===== src/rtl/reg8_arb_pkg.sv =====
// reg8_arb_pkg: shared types and helpers for the reg8_share_arb write arbiter.
//   state_t  - write sequencer states (IDLE -> LOAD -> ACK)
//   W_DEF    - default register/data width
//   NREQ_MAX - largest supported requester count
//   onehot() - index-to-one-hot decode, NREQ_MAX bits wide
package reg8_arb_pkg;

  localparam int W_DEF    = 8;
  localparam int NREQ_MAX = 8;

  typedef enum logic [1:0] {
    IDLE = 2'd0,
    LOAD = 2'd1,
    ACK  = 2'd2
  } state_t;

  // Bits at or above n are never set, so a stray index cannot alias
  // onto a requester that does not exist.
  function automatic logic [NREQ_MAX-1:0] onehot(input int idx, input int n);
    logic [NREQ_MAX-1:0] v;
    v = '0;
    for (int i = 0; i < NREQ_MAX; i++)
      if (i == idx && i < n) v[i] = 1'b1;
    return v;
  endfunction

endpackage


===== src/rtl/reg8_share_arb_rr_pick.sv =====
// rr_pick: combinational round-robin picker.
//   req     - request vector
//   ptr     - highest-priority index (always < NREQ)
//   gnt_idx - first requesting index found searching ptr, ptr+1, ... mod NREQ
//   any     - at least one request present
module rr_pick
  import reg8_arb_pkg::*;
#(
  parameter int NREQ = 4,
  parameter int IW   = $clog2(NREQ)
) (
  input  logic [NREQ-1:0] req,
  input  logic [IW-1:0]   ptr,
  output logic [IW-1:0]   gnt_idx,
  output logic            any
);

  // One extra bit so ptr+k cannot overflow before the wrap.
  logic [IW:0]   sum;
  logic [IW-1:0] cand;

  always_comb begin
    gnt_idx = '0;
    any     = 1'b0;
    sum     = '0;
    cand    = '0;
    for (int k = 0; k < NREQ; k++) begin
      sum = {1'b0, ptr} + (IW+1)'(k);
      // Explicit compare-and-subtract keeps non-power-of-two NREQ in range.
      if (sum >= (IW+1)'(NREQ)) sum = sum - (IW+1)'(NREQ);
      cand = sum[IW-1:0];
      if (!any && req[cand]) begin
        any     = 1'b1;
        gnt_idx = cand;
      end
    end
  end

endmodule


===== src/rtl/reg8_share_arb.sv =====
// reg8_share_arb: round-robin write arbiter owning one shared W-bit register.
//   clk   - system clock
//   rst   - asynchronous active-low reset
//   req   - per-requester level write request
//   wdata - packed write data, requester i in [i*W +: W]
//   ack   - one-hot write-done pulse to the granted requester (state ACK)
//   q     - shared register contents
//   owner - index of last requester whose write completed
//   upd   - one-cycle pulse while q first shows new data
//   busy  - sequencer not in IDLE
module reg8_share_arb
  import reg8_arb_pkg::*;
#(
  parameter  int NREQ = 4,
  parameter  int W    = W_DEF,
  localparam int IW   = $clog2(NREQ)
) (
  input  logic              clk,
  input  logic              rst,
  input  logic [NREQ-1:0]   req,
  input  logic [NREQ*W-1:0] wdata,
  output logic [NREQ-1:0]   ack,
  output logic [W-1:0]      q,
  output logic [IW-1:0]     owner,
  output logic              upd,
  output logic              busy
);

  state_t                   state_q, state_d;
  logic [IW-1:0]            ptr_q, gidx_q;
  logic [IW-1:0]            pick_idx;
  logic                     pick_any;
  logic                     ld_ok;
  logic [NREQ-1:0][W-1:0]   wd_arr;
  logic [NREQ_MAX-1:0]      oh_full;
  logic                     unused_oh;

  assign wd_arr = wdata;

  rr_pick #(.NREQ(NREQ), .IW(IW)) u_pick (
    .req     (req),
    .ptr     (ptr_q),
    .gnt_idx (pick_idx),
    .any     (pick_any)
  );

  // Only the granted requester is looked at in LOAD; dropping it aborts.
  assign ld_ok = (state_q == LOAD) && req[gidx_q];

  always_comb begin
    state_d = state_q;
    case (state_q)
      IDLE:    if (pick_any) state_d = LOAD;
      LOAD:    state_d = ld_ok ? ACK : IDLE;
      ACK:     state_d = IDLE;
      default: state_d = IDLE;
    endcase
  end

  always_ff @(posedge clk or negedge rst) begin
    if (!rst) begin
      state_q <= IDLE;
      gidx_q  <= '0;
      ptr_q   <= '0;
      q       <= '0;
      owner   <= '0;
    end else begin
      state_q <= state_d;
      if (state_q == IDLE && pick_any) gidx_q <= pick_idx;
      if (ld_ok) begin
        q     <= wd_arr[gidx_q];
        owner <= gidx_q;
        ptr_q <= (gidx_q == IW'(NREQ-1)) ? '0 : gidx_q + 1'b1;
      end
    end
  end

  // Outputs are pure state decodes, so reset clears them without an edge.
  assign oh_full   = onehot(int'(gidx_q), NREQ);
  assign ack       = (state_q == ACK) ? oh_full[NREQ-1:0] : '0;
  assign upd       = (state_q == ACK);
  assign busy      = (state_q != IDLE);
  assign unused_oh = ^oh_full;

endmodule


===== config.mk =====
export PLATFORM = sky130hd
export DESIGN_NAME = reg8_share_arb
export DESIGN_NICKNAME = d
export VERILOG_FILES = /design/src/rtl/reg8_arb_pkg.sv /design/src/rtl/reg8_share_arb_rr_pick.sv /design/src/rtl/reg8_share_arb.sv
export SDC_FILE = /design/constraint.sdc
export NUM_CORES = 1
export LEC_CHECK = 0
export BUFFER_PORTS_ARGS = -buffer_cell sky130_fd_sc_hd__buf_2
export CORE_MARGIN = 1
export CORE_UTILIZATION = 35
export DETAILED_ROUTE_END_ITERATION = 7
export HOLD_SLACK_MARGIN = 0.06
export SLEW_MARGIN = 25
export SYNTH_ARGS = -nofsm -noshare
export SYNTH_HDL_FRONTEND = slang
export SYNTH_HIERARCHICAL = 1
export SYNTH_SLANG_ARGS = --single-unit

===== constraint.sdc =====
create_clock -name clk -period 2.1 [get_ports clk]
set_input_delay 0.315 -clock clk [delete_from_list [all_inputs] [get_ports clk]]
set_output_delay 0.315 -clock clk [all_outputs]
set_load 0.05 [all_outputs]

* Word level (Yosys, flattened, before mapping)
Cells that the tools add are included. W data, S select, Z words.
Storage, ports and cells: input port bits 38, flip-flop bits (word level) 16, output and inout bits 16
Operators by class: eq/ne operators 7, order comparisons 9, reductions and logical operators 11, add/sub/neg operators 8, muxes and demuxes 33
Operators with widths (count):
- $mux W2 | 11
- $bmux W8 S2 | 1
- $lt A2 B3 Y1 const B | 5
- $mux W1 | 13
- $bmux W1 S2 | 5
- $ge A3 B3 Y1 const B | 3
- $mux W8 | 1
- $sub A2 B1 Y2 const B | 4
- $add A2 B2 Y3 const B | 2
- $logic_and A1 B1 Y1 | 5
- $eq A2 B2 Y1 const A | 2
- $eq A2 B2 Y1 const B | 2
- $logic_not A2 Y1 | 2
- $mux W4 | 1
- $pmux W2 S2 | 1
- $add A2 B1 Y3 const B | 1
- $ge A2 B3 Y1 const B | 1
- $logic_not A1 Y1 | 3
- $add A2 B1 Y2 const B | 1
- $eq A1 B2 Y1 const A | 1
- $eq A2 B1 Y1 const B | 1
- $ne A2 B2 Y1 const B | 1
- $reduce_bool A2 Y1 | 1

* Longest topological paths before layout
Gate-level depths: netlist (run 1).
depth in word-level cells 16, mapped depth 5

* Hierarchy
The synthesis (run 1) kept the hierarchy.
Modules (own cells, without submodules):
- reg8_share_arb | cells an instance 63, times used 1, area each 980.9 µm², seq. area each 400.4 µm²
- rr_pick | cells an instance 15, times used 1, area each 77.6 µm², seq. area each 0.0 µm²

* Worst setup path before layout (run 1)
Ideal clock, no wire load.
kind reg-to-output, from register state_q[0], to output ack[0], required time 1785 ps, slack 399 ps, stages on the path, launching flop included 3, arrival 1386 ps, path through dfrtp_1 > and2b_1 > and2_1
On the way: word-level cells in the longest chain between the ends 2
Ends and longest elaborated chain:
- start, declared | RTL line reg8_share_arb.sv:29 | state_t state_q, state_d;
- start signal, assigned | RTL line reg8_share_arb.sv:68 | state_q <= state_d;
- $eq A2 B2 Y1
- named net upd | RTL line reg8_share_arb.sv:25 | output logic upd,
- $mux W4 | RTL line reg8_share_arb.sv:80 | assign ack = (state_q == ACK) ? oh_full[NREQ-1:0] : '0;
- end, declared | RTL line reg8_share_arb.sv:22 | output logic [NREQ-1:0] ack,
The timed path passes the listed nets, and every way through them passes these cells.

* Worst setup path after layout (run 1)
from register gidx_q[0], to output ack[0]
On the way: word-level cells in the longest chain between the ends 3
Ends and longest elaborated chain:
- start, declared | RTL line reg8_share_arb.sv:30 | logic [IW-1:0] ptr_q, gidx_q;
- start signal, assigned | RTL line reg8_share_arb.sv:69 | if (state_q == IDLE && pick_any) gidx_q <= pick_idx;
- $logic_not A2 Y1 | RTL line reg8_arb_pkg.sv:23 | if (i == idx && i < n) v[i] = 1'b1;
- $mux W1 | RTL line reg8_arb_pkg.sv:23
- $mux W4 | RTL line reg8_share_arb.sv:80
Every way passes these cells.

==> flow_summary_export.csv, run 1 <==
group,metric,value,unit
synthesis,postSynthCellCount,78,
synthesis,syn_area,0.00106,mm2
floorplan,rows,19,
cts,path_clk_slew,100,ps
critical_path,required,1780,ps
critical_path,end_kind,"output pin",
cells_and_area,final_common_cell,"buf_2",
sta,setup_slack,177,ps
status,failed_checks,"DRC",
route,drtPass1Iterations,6,
synthesis,yosysWarningCount,6,
sta,finalSetupViolCount,0,
flow_run,cap_viol_max_count,0,
global_routing,grt_antenna_before_repair,0,
route,wl,2.35,mm
route,drc,10,
power_and_ir_drop,finalPower,2.31,mW
synthesis,yosys.cell_types.count,25,
cts,cts_tree,"done",
route,drt-initial-drc-count,22,
cells_and_area,multi_input_area,582,um2
cts,clockBufferDepth,2,
cts,cts_root_buf,"clkbuf_4",
route,vias_per_cell,5.06,
global_routing,gr-total-overflow,0,
global_routing,grt_pass1_vias,878,
cells_and_area,final_layout_size_suffix_gt1_share,61.8,%
placed_design,portBuffers,53,
route,ant_nets,0,
synthesis,ys_seq_area_share,37.8,%
global_routing,use_met2,28.7,%
global_routing,grt_use_total,15.6,%
critical_path,crit_arrival,1610,ps
cells_and_area,layout_common_cells,"buf_2, dfrtp_1, mux2_4",
cts,cts_inserted_buffers,3,
global_routing,globalRouteMet1Util,17.9,%
sta,slew_headroom,76.3,%
placed_design,place_ws,364,ps
global_routing,gr-usage-met3,2.04,%
placed_design,globalplace.congestion,0.703,
floorplan,design.core.area,0.00281,mm2
cells_and_area,post-route-util,49.7,%
status,status,"finished, violations left",
cells_and_area,regArea,402,um2
floorplan,start_util,37.7,%
power_and_ir_drop,leakagePower,0.727,nW
sta,fmaxAchievable,520,MHz
floorplan,die_height,57.0,um
power_and_ir_drop,vdd_drop_max,0.000441,V
cts,cts_sinks,16,
cells_and_area,stdcell_count,167,
global_routing,grt_pass1_wl,3.88,mm
cts,cts_max_level,1,
sta,fin_skew,3.97,ps
global_routing,grt_start_max_net_pins,17,
critical_path,crit_fanout,10,
cells_and_area,fillers,253,
critical_path,critical_path_class,"reg -> out",
synthesis,synth_fp_nets,120,
critical_path,critPathLaunchType,"flop",
floorplan,die_x,57.0,um
floorplan,ios,54,
sta,period_share,91.6,%
cells_and_area,fin_nets,179,
power_and_ir_drop,powerDensity,1660,mW/mm2
route,routedWlPerCell,14.1,um
placed_design,dp.cells,162,
sta,period_needed,1920,ps
sta,drv_slew,0,
sta,setup_tns,0,ps
cts,insertion_delay,280,ps
cells_and_area,antenna_cells,0,
worst_hold_path,hold_class,"in -> reg",
synthesis,yosys_register_bits,16,
synthesis,syn_area_per_cell,13.6,um2
route,vias,845,
cells_and_area,area_growth,31.7,%
sta,rsz0062_at_grt,"no",
placed_design,hpwlAfterDp,1.87,mm
sta,tightest_slew,355,ps
sta,hold_viol_final,0,
global_routing,top_usage_layer,"met2",
floorplan,dieArea,0.00325,mm2
==> flip-flops by register name (all words and copies together) (netlist names) <==
name	cells
q	8
state_q	2
ptr_q	2
owner	2
gidx_q	2
==> Yosys cell counts (all sizes together) <==
cell	number	area share, %
nand3	1	0.47
mux2	13	17
a21oi	4	1.9
ha	4	4.7
nand2b	1	0.59
nor2	3	1.1
o21ai	3	1.4
mux2i	2	1.9
clkbuf	1	0.35
buf	3	4.0
or2	1	0.59
o22ai	1	1.2
and2	4	2.4
mux4	8	18
dfrtp	16	38
and2b	1	0.71
a221o	1	0.95
or3b	1	0.83
nand3b	1	0.71
o221ai	1	0.83
inv	8	2.8
==> what timing repair did <==
item,in CTS,in global routing
resized for setup,0,1
endpoints found under the setup margin,0,3
hold buffers,1,0
hold endpoints to repair,16,0
buffers inserted,0,0
==> path summary, 6_finish.rpt <==
kind | slack [ps] | endpoint | startpoint | cells past startpoint
max in group asynchronous | 1350 | gidx_q[0]$_DFFE_PN0P_ | rst | 2
min | 430 | owner[1]$_DFFE_PN0P_ | req[2] | 3
min reg2reg | 510 | q[3]$_DFFE_PN0P_ | q[3]$_DFFE_PN0P_ | 1
max reg2reg | 480 | q[1]$_DFFE_PN0P_ | gidx_q[0]$_DFFE_PN0P_ | 3
min in group asynchronous | 470 | q[3]$_DFFE_PN0P_ | rst | 2
max | 180 | ack[0] | gidx_q[0]$_DFFE_PN0P_ | 5
==> metal layers <==
| layer | part of all wire [%] | vias up |
|---|---|---|
| met5 | 0 | - |
| met4 | 1.2 | 0 |
| met3 | 4.7 | 2 |
| met2 | 54 | 22 |
| met1 | 40 | 420 |
| li1 | - | 401 |
==> power breakdown <==
| group | switching, mW | internal (mW) |
|---|---|---|
| combinational | 0.855 | 0.653 |
| clock | 0.0977 | 0.105 |
| sequential | 0.124 | 0.473 |
| total | 1.08 | 1.23 |
==> stage by stage <==
step	instance area [um2]	hold slack, ps
after floorplan	1060	19.4
after global placement	1350	247
after detailed placement	1350	252
after CTS	1390	419
after global routing	1390	466
final	1390	426
==> worst max-delay path: stages (launching register included) <==
cell	delay, ps
dfrtp_2	490
buf_4	240
inv_1	80
ha_1	190
and2_1	130
buf_2	200
==> logic make-up after synthesis <==
| kind of cell | synth area share, % |
|---|---|
| AO/OA/AOI/OAI | 6.26 |
| buffers and inverters | 7.21 |
| multiplexers | 36.6 |
| flip-flops | 37.8 |
| adder cells (fa/ha/maj) | 4.73 |
| AND/OR/NAND/NOR | 7.33 |
==> area by class of cell <==
class / instances / area share (%)
multi-input combinational: 50 / 41.7
sequential: 16 / 28.8
timing repair buffer: 58 / 21.9
tap: 31 / 2.78
clock buffer: 4 / 2.60
inverter: 8 / 2.15
Note: power is estimated with default switching activity, not from simulation.
==> run 2: changes to the inputs <==
- CORE_ASPECT_RATIO: unset -> 0.75
==> run 2 against run 1 <==
Against the previous run:
- the flow now finishes without violations
- largest power group unchanged
- die area is essentially flat
- clock-buffer cell count unchanged
- final cell count grew 3.0%
==> flow_summary_export.csv, run 2 (same netlist as run 1, synthesis figures left out) <==
group,metric,value,unit
power_and_ir_drop,powerDensity,1680,mW/mm2
sta,fin_skew,6.06,ps
power_and_ir_drop,seq_power_share,24.2,%
power_and_ir_drop,vdd_drop_max,0.000662,V
placed_design,portBuffers,53,
critical_path,crit_path_top_delay_cell,"dfrtp_1",
flow_run,cap_viol_max_count,0,
cells_and_area,final_layout_size_suffix_gt1_share,61.0,%
global_routing,gr-total-overflow,0,
global_routing,grt_use_total,16.4,%
global_routing,grt_pass1_vias,882,
critical_path,required,1780,ps
critical_path,critical_path_class,"reg -> out",
cells_and_area,fin_nets,179,
power_and_ir_drop,finalPower,2.39,mW
sta,tightest_slew,350,ps
route,drtPass1Iterations,2,
critical_path,critPathLaunchType,"flop",
sta,slew_headroom,76.7,%
cells_and_area,final_common_cell,"buf_2",
critical_path,crit_fanout,13,
route,routedWlPerCell,13.5,um
power_and_ir_drop,pwr-share-comb,64.5,%
floorplan,start_util,38.6,%
sta,rsz0062_at_grt,"no",
placed_design,placed_area,0.00135,mm2
placed_design,place_ws,506,ps
cts,insertion_delay,250,ps
global_routing,grt_start_max_net_pins,17,
critical_path,end_kind,"output pin",
route,wl,2.33,mm
route,drt-initial-drc-count,2,
cts,cts_root_buf,"clkbuf_8",
cells_and_area,regArea,400,um2
cts,clockBufferDepth,2,
cells_and_area,fillers,255,
placed_design,globalplace.congestion,0.712,
sta,hold_viol_final,0,
sta,fmaxAchievable,574,MHz
cells_and_area,area_growth,33.9,%
cts,cts_sinks,16,
power_and_ir_drop,swShare,45.9,%
sta,finalSetupViolCount,0,
sta,period_needed,1740,ps
power_and_ir_drop,clkPwrFrac,11.3,%
critical_path,crit_path_max_incr_delay,370,ps
cts,path_clk_slew,60,ps
cts,post-cts-setup-buffer-count,0,
critical_path,crit_arrival,1430,ps
cts,cts_tree,"done",
power_and_ir_drop,p_switching,1.09,mW
power_and_ir_drop,power.internal,1.29,mW
route,vias,839,
cells_and_area,largest_reg_flops,8,
critical_path,cp_cell_sequence,"buf_4, inv_1, ha_1, and2_1, buf_2",
status,status,"completed",
worst_hold_path,hold_class,"in -> reg",
floorplan,design.core.area,0.00274,mm2
sta,setup_tns,0,ps
sta,setup_slack,359,ps
placed_design,hpwlAfterDp,1.85,mm
route,ant_nets,0,
cells_and_area,antenna_cells,0,
power_and_ir_drop,leakagePower,0.736,nW
route,vias_per_cell,4.88,
cells_and_area,top_register,"q",
floorplan,die_height,49.6,um
route,drc,0,
cells_and_area,layout_common_cells,"buf_2, dfrtp_1, mux2_4",
cts,cts_inserted_buffers,3,
floorplan,rows,16,
global_routing,grt_pass1_wl,3.94,mm
cts,cts_resized,0,
cts,cts_max_level,1,
cells_and_area,post-route-util,51.7,%
sta,period_share,82.9,%
floorplan,dieArea,0.00325,mm2
global_routing,grt_antenna_before_repair,0,
floorplan,die_x,65.5,um
cells_and_area,final_area,0.00142,mm2
floorplan,ios,54,
cells_and_area,multi_input_area,582,um2
sta,drv_slew,0,
## run 2: power by group through the flow
stage	Clock [mW]	Sequential, mW	Combinational [mW]
finish	0.269	0.577	1.54
global route	0.291	0.602	1.65
CTS	0.283	0.577	1.56
detailed placement	0	0.582	1.54
global placement	0	0.573	1.52
floorplan	0	0.916	0.923
## run 2: through the flow
step | std cells | hold WS [ps]
after global placement | 167 | 244
after global routing | 172 | 521
after CTS | 172 | 468
after detailed placement | 167 | 242
after floorplan | 78 | 19.4
final | 172 | 479
## run 2: metal layers
| layer | GRT usage, % | wire (um) |
|---|---|---|
| met5 | 0 | 0 |
| met4 | 4.35 | 8 |
| met3 | 5.32 | 156 |
| met2 | 30.9 | 1210 |
| met1 | 17.3 | 958 |
## run 2: cell type report
class | instances | share of cell area [%]
Inverter | 8 | 2.12
Multi-Input combinational cell | 50 | 41.0
Sequential cell | 16 | 28.2
Clock buffer | 4 | 3.88
Tap cell | 36 | 3.18
Timing Repair Buffer | 58 | 21.5
## run 2: what timing repair did
item | CTS | global route
hold buffers | 1 | 0
setup endpoints to repair | 0 | 0
hold endpoints to repair | 16 | 0
## run 2: worst max-delay path: cells and delay by family, from the launching register on
kind	cells	cell delay, ps
adder cells (fa/ha/maj)	1	140
buffers and inverters	3	530
flip-flops	1	370
AND/OR/NAND/NOR	1	120
## run 2: final timing paths
path,from,endpoint,depth (start not counted),slack (ps)
max reg2reg,state_q[1]$_DFFE_PN0P_,q[4]$_DFFE_PN0P_,4,490
max,gidx_q[1]$_DFFE_PN0P_,ack[0],5,360
max in group asynchronous,rst,q[5]$_DFFE_PN0P_,2,1340
min,req[2],owner[1]$_DFFE_PN0P_,3,480
min reg2reg,q[1]$_DFFE_PN0P_,q[1]$_DFFE_PN0P_,1,510
min in group asynchronous,rst,gidx_q[0]$_DFFE_PN0P_,2,500
==> run 3: changes to the inputs <==
- PLACE_DENSITY: unset -> 0.67
- clock period: 2.1 -> 1.5 ns (I/O delays scaled with it)
==> run 3 against run 2 <==
Against the previous run:
- critical path type is now reg -> reg
- setup slack lost 430 ps
- critical path depth increased by 1
- clock power up 43%
- the run now ends with setup timing left
- final cell count up 7.6%
- sequential cell count unchanged
- sequential share of layout area is 3.7 points lower
- first-iteration DRC count rose to 15 times the previous value
==> flow_summary_export.csv, run 3 (same netlist as run 1, synthesis figures left out) <==
group,metric,value,unit
cells_and_area,final_layout_size_suffix_gt1_share,73.8,%
route,drt-initial-drc-count,29,
cts,cts_max_level,1,
sta,fin_skew,2.67,ps
sta,period_share,105,%
route,routedWlPerCell,15.1,um
critical_path,r2r_start,"gidx_q[1]$_DFFE_PN0P_",
cts,cts_tree,"done",
cells_and_area,top_register,"q",
sta,fmaxAchievable,635,MHz
cells_and_area,fillers,213,
critical_path,critPathLaunchType,"flop",
sta,rsz0062_at_grt,"yes",
critical_path,end_kind,"flop",
sta,hold_viol_final,0,
route,vias_per_cell,4.99,
critical_path,rr_endpoint,"q[2]$_DFFE_PN0P_",
cells_and_area,area_growth,53.9,%
cells_and_area,largest_reg_flops,8,
cts,cts_sinks,16,
flow_run,cap_viol_max_count,0,
cts,clockBufferDepth,2,
sta,finalSetupViolCount,15,
power_and_ir_drop,vdd_drop_max,0.000688,V
cts,cts_inserted_buffers,3,
sta,setup_tns,-874,ps
cells_and_area,post-route-util,59.4,%
floorplan,die_height,49.6,um
cts,cts_root_buf,"clkbuf_8",
global_routing,grt_use_total,18.0,%
critical_path,required,1640,ps
critical_path,critical_path_class,"reg -> reg",
cells_and_area,antenna_cells,0,
sta,tightest_slew,372,ps
route,ant_nets,0,
sta,slew_headroom,75.2,%
cells_and_area,final_common_cell,"buf_2",
global_routing,gr-total-overflow,0,
placed_design,hpwlAfterDp,1.98,mm
floorplan,rows,16,
critical_path,crit_fanout,7,
power_and_ir_drop,powerDensity,2420,mW/mm2
placed_design,placed_area,0.00138,mm2
worst_hold_path,hold_class,"in -> reg",
floorplan,ios,54,
status,failed_checks,"setup timing",
route,drc,0,
placed_design,portBuffers,53,
critical_path,critPathCapture,"q[2]$_DFFE_PN0P_",
floorplan,start_util,38.6,%
sta,setup_slack,-74.8,ps
critical_path,worstRegToRegCells,6,
floorplan,dieArea,0.00325,mm2
route,drtPass1Iterations,4,
power_and_ir_drop,leakagePower,0.816,nW
route,wl,2.79,mm
cells_and_area,fin_nets,192,
global_routing,grt_start_max_net_pins,17,
floorplan,die_x,65.5,um
sta,drv_slew,0,
cts,insertion_delay,250,ps
route,vias,923,
worst_hold_path,holdPathStages,3,
status,status,"finished, violations left",
cells_and_area,layout_common_cells,"buf_2, dfrtp_1, mux2_4",
floorplan,design.core.area,0.00274,mm2
placed_design,globalplace.congestion,0.707,
cts,path_clk_slew,60,ps
cells_and_area,final_area,0.00163,mm2
global_routing,grt_pass1_vias,890,
global_routing,grt_pass1_wl,4.25,mm
global_routing,grt_antenna_before_repair,0,
critical_path,crit_arrival,1710,ps
critical_path,crit_start,"gidx_q[1]$_DFFE_PN0P_",
critical_path,regToRegSetupSlack,-70,ps
sta,period_needed,1570,ps
==> run 3: final cells by class <==
type | instances | area, um2 | area share [%]
tap | 36 | 45.0 | 2.76
multi-input combinational | 50 | 616 | 37.8
timing repair buffer | 71 | 483 | 29.6
sequential | 16 | 400 | 24.6
inverter | 8 | 30.0 | 1.84
clock buffer | 4 | 55.1 | 3.38
==> run 3: where the power goes <==
group | leakage (nW) | total (mW) | switching, mW | internal, mW
Combinational | 0.596 | 2.73 | 1.39 | 1.34
Sequential | 0.192 | 0.827 | 0.165 | 0.662
Clock | 0.0288 | 0.385 | 0.152 | 0.233
==> run 3: how the worst min path moves through the flow <==
stage	start	to	slack, ps
finish	req[2]	owner[1]$_DFFE_PN0P_	370
detailed placement	rst	q[5]$_DFFE_PN0P_	160
global route	wdata[5]	q[5]$_DFFE_PN0P_	410
floorplan	rst	gidx_q[0]$_DFFE_PN0P_	-70
global placement	rst	q[3]$_DFFE_PN0P_	160
CTS	req[2]	state_q[0]$_DFFE_PN0P_	390
==> run 3: critical path: stages (launching register included) <==
cell,delay [ps]
dfrtp_1,370
buf_6,140
buf_6,90
nand3b_1,130
o22ai_4,250
buf_6,170
mux2_4,300
==> run 3: what timing repair did <==
action                                  4_1_cts  5_1_grt
gates resized for setup                      31        9
pin swaps                                     3        2
setup buffers                                 8        2
gates cloned                                  0        0
hold buffers                                  1        0
endpoints found under the setup margin       16       15
endpoints found under the hold margin        16        0
==> run 3: per-stage QoR <==
| step | hold WS, ps | power [mW] | setup slack [ps] | instances |
|---|---|---|---|---|
| final | 374 | 3.94 | -74.8 | 185 |
| after global routing | 408 | 4.15 | -121 | 185 |
| after CTS | 392 | 3.81 | -70.6 | 183 |
| after detailed placement | 162 | 3.04 | -73.5 | 170 |
| after global placement | 160 | 2.97 | -60.0 | 170 |
| after floorplan | -70.6 | 2.58 | -55.3 | 78 |
==> run 3: routing by layer <==
| metal | share of wire (%) | track usage, % |
|---|---|---|
| met3 | 5.3 | 5.32 |
| met5 | 0 | 0 |
| met4 | 2.5 | 7.97 |
| met2 | 51 | 30.2 |
| met1 | 41 | 21.2 |
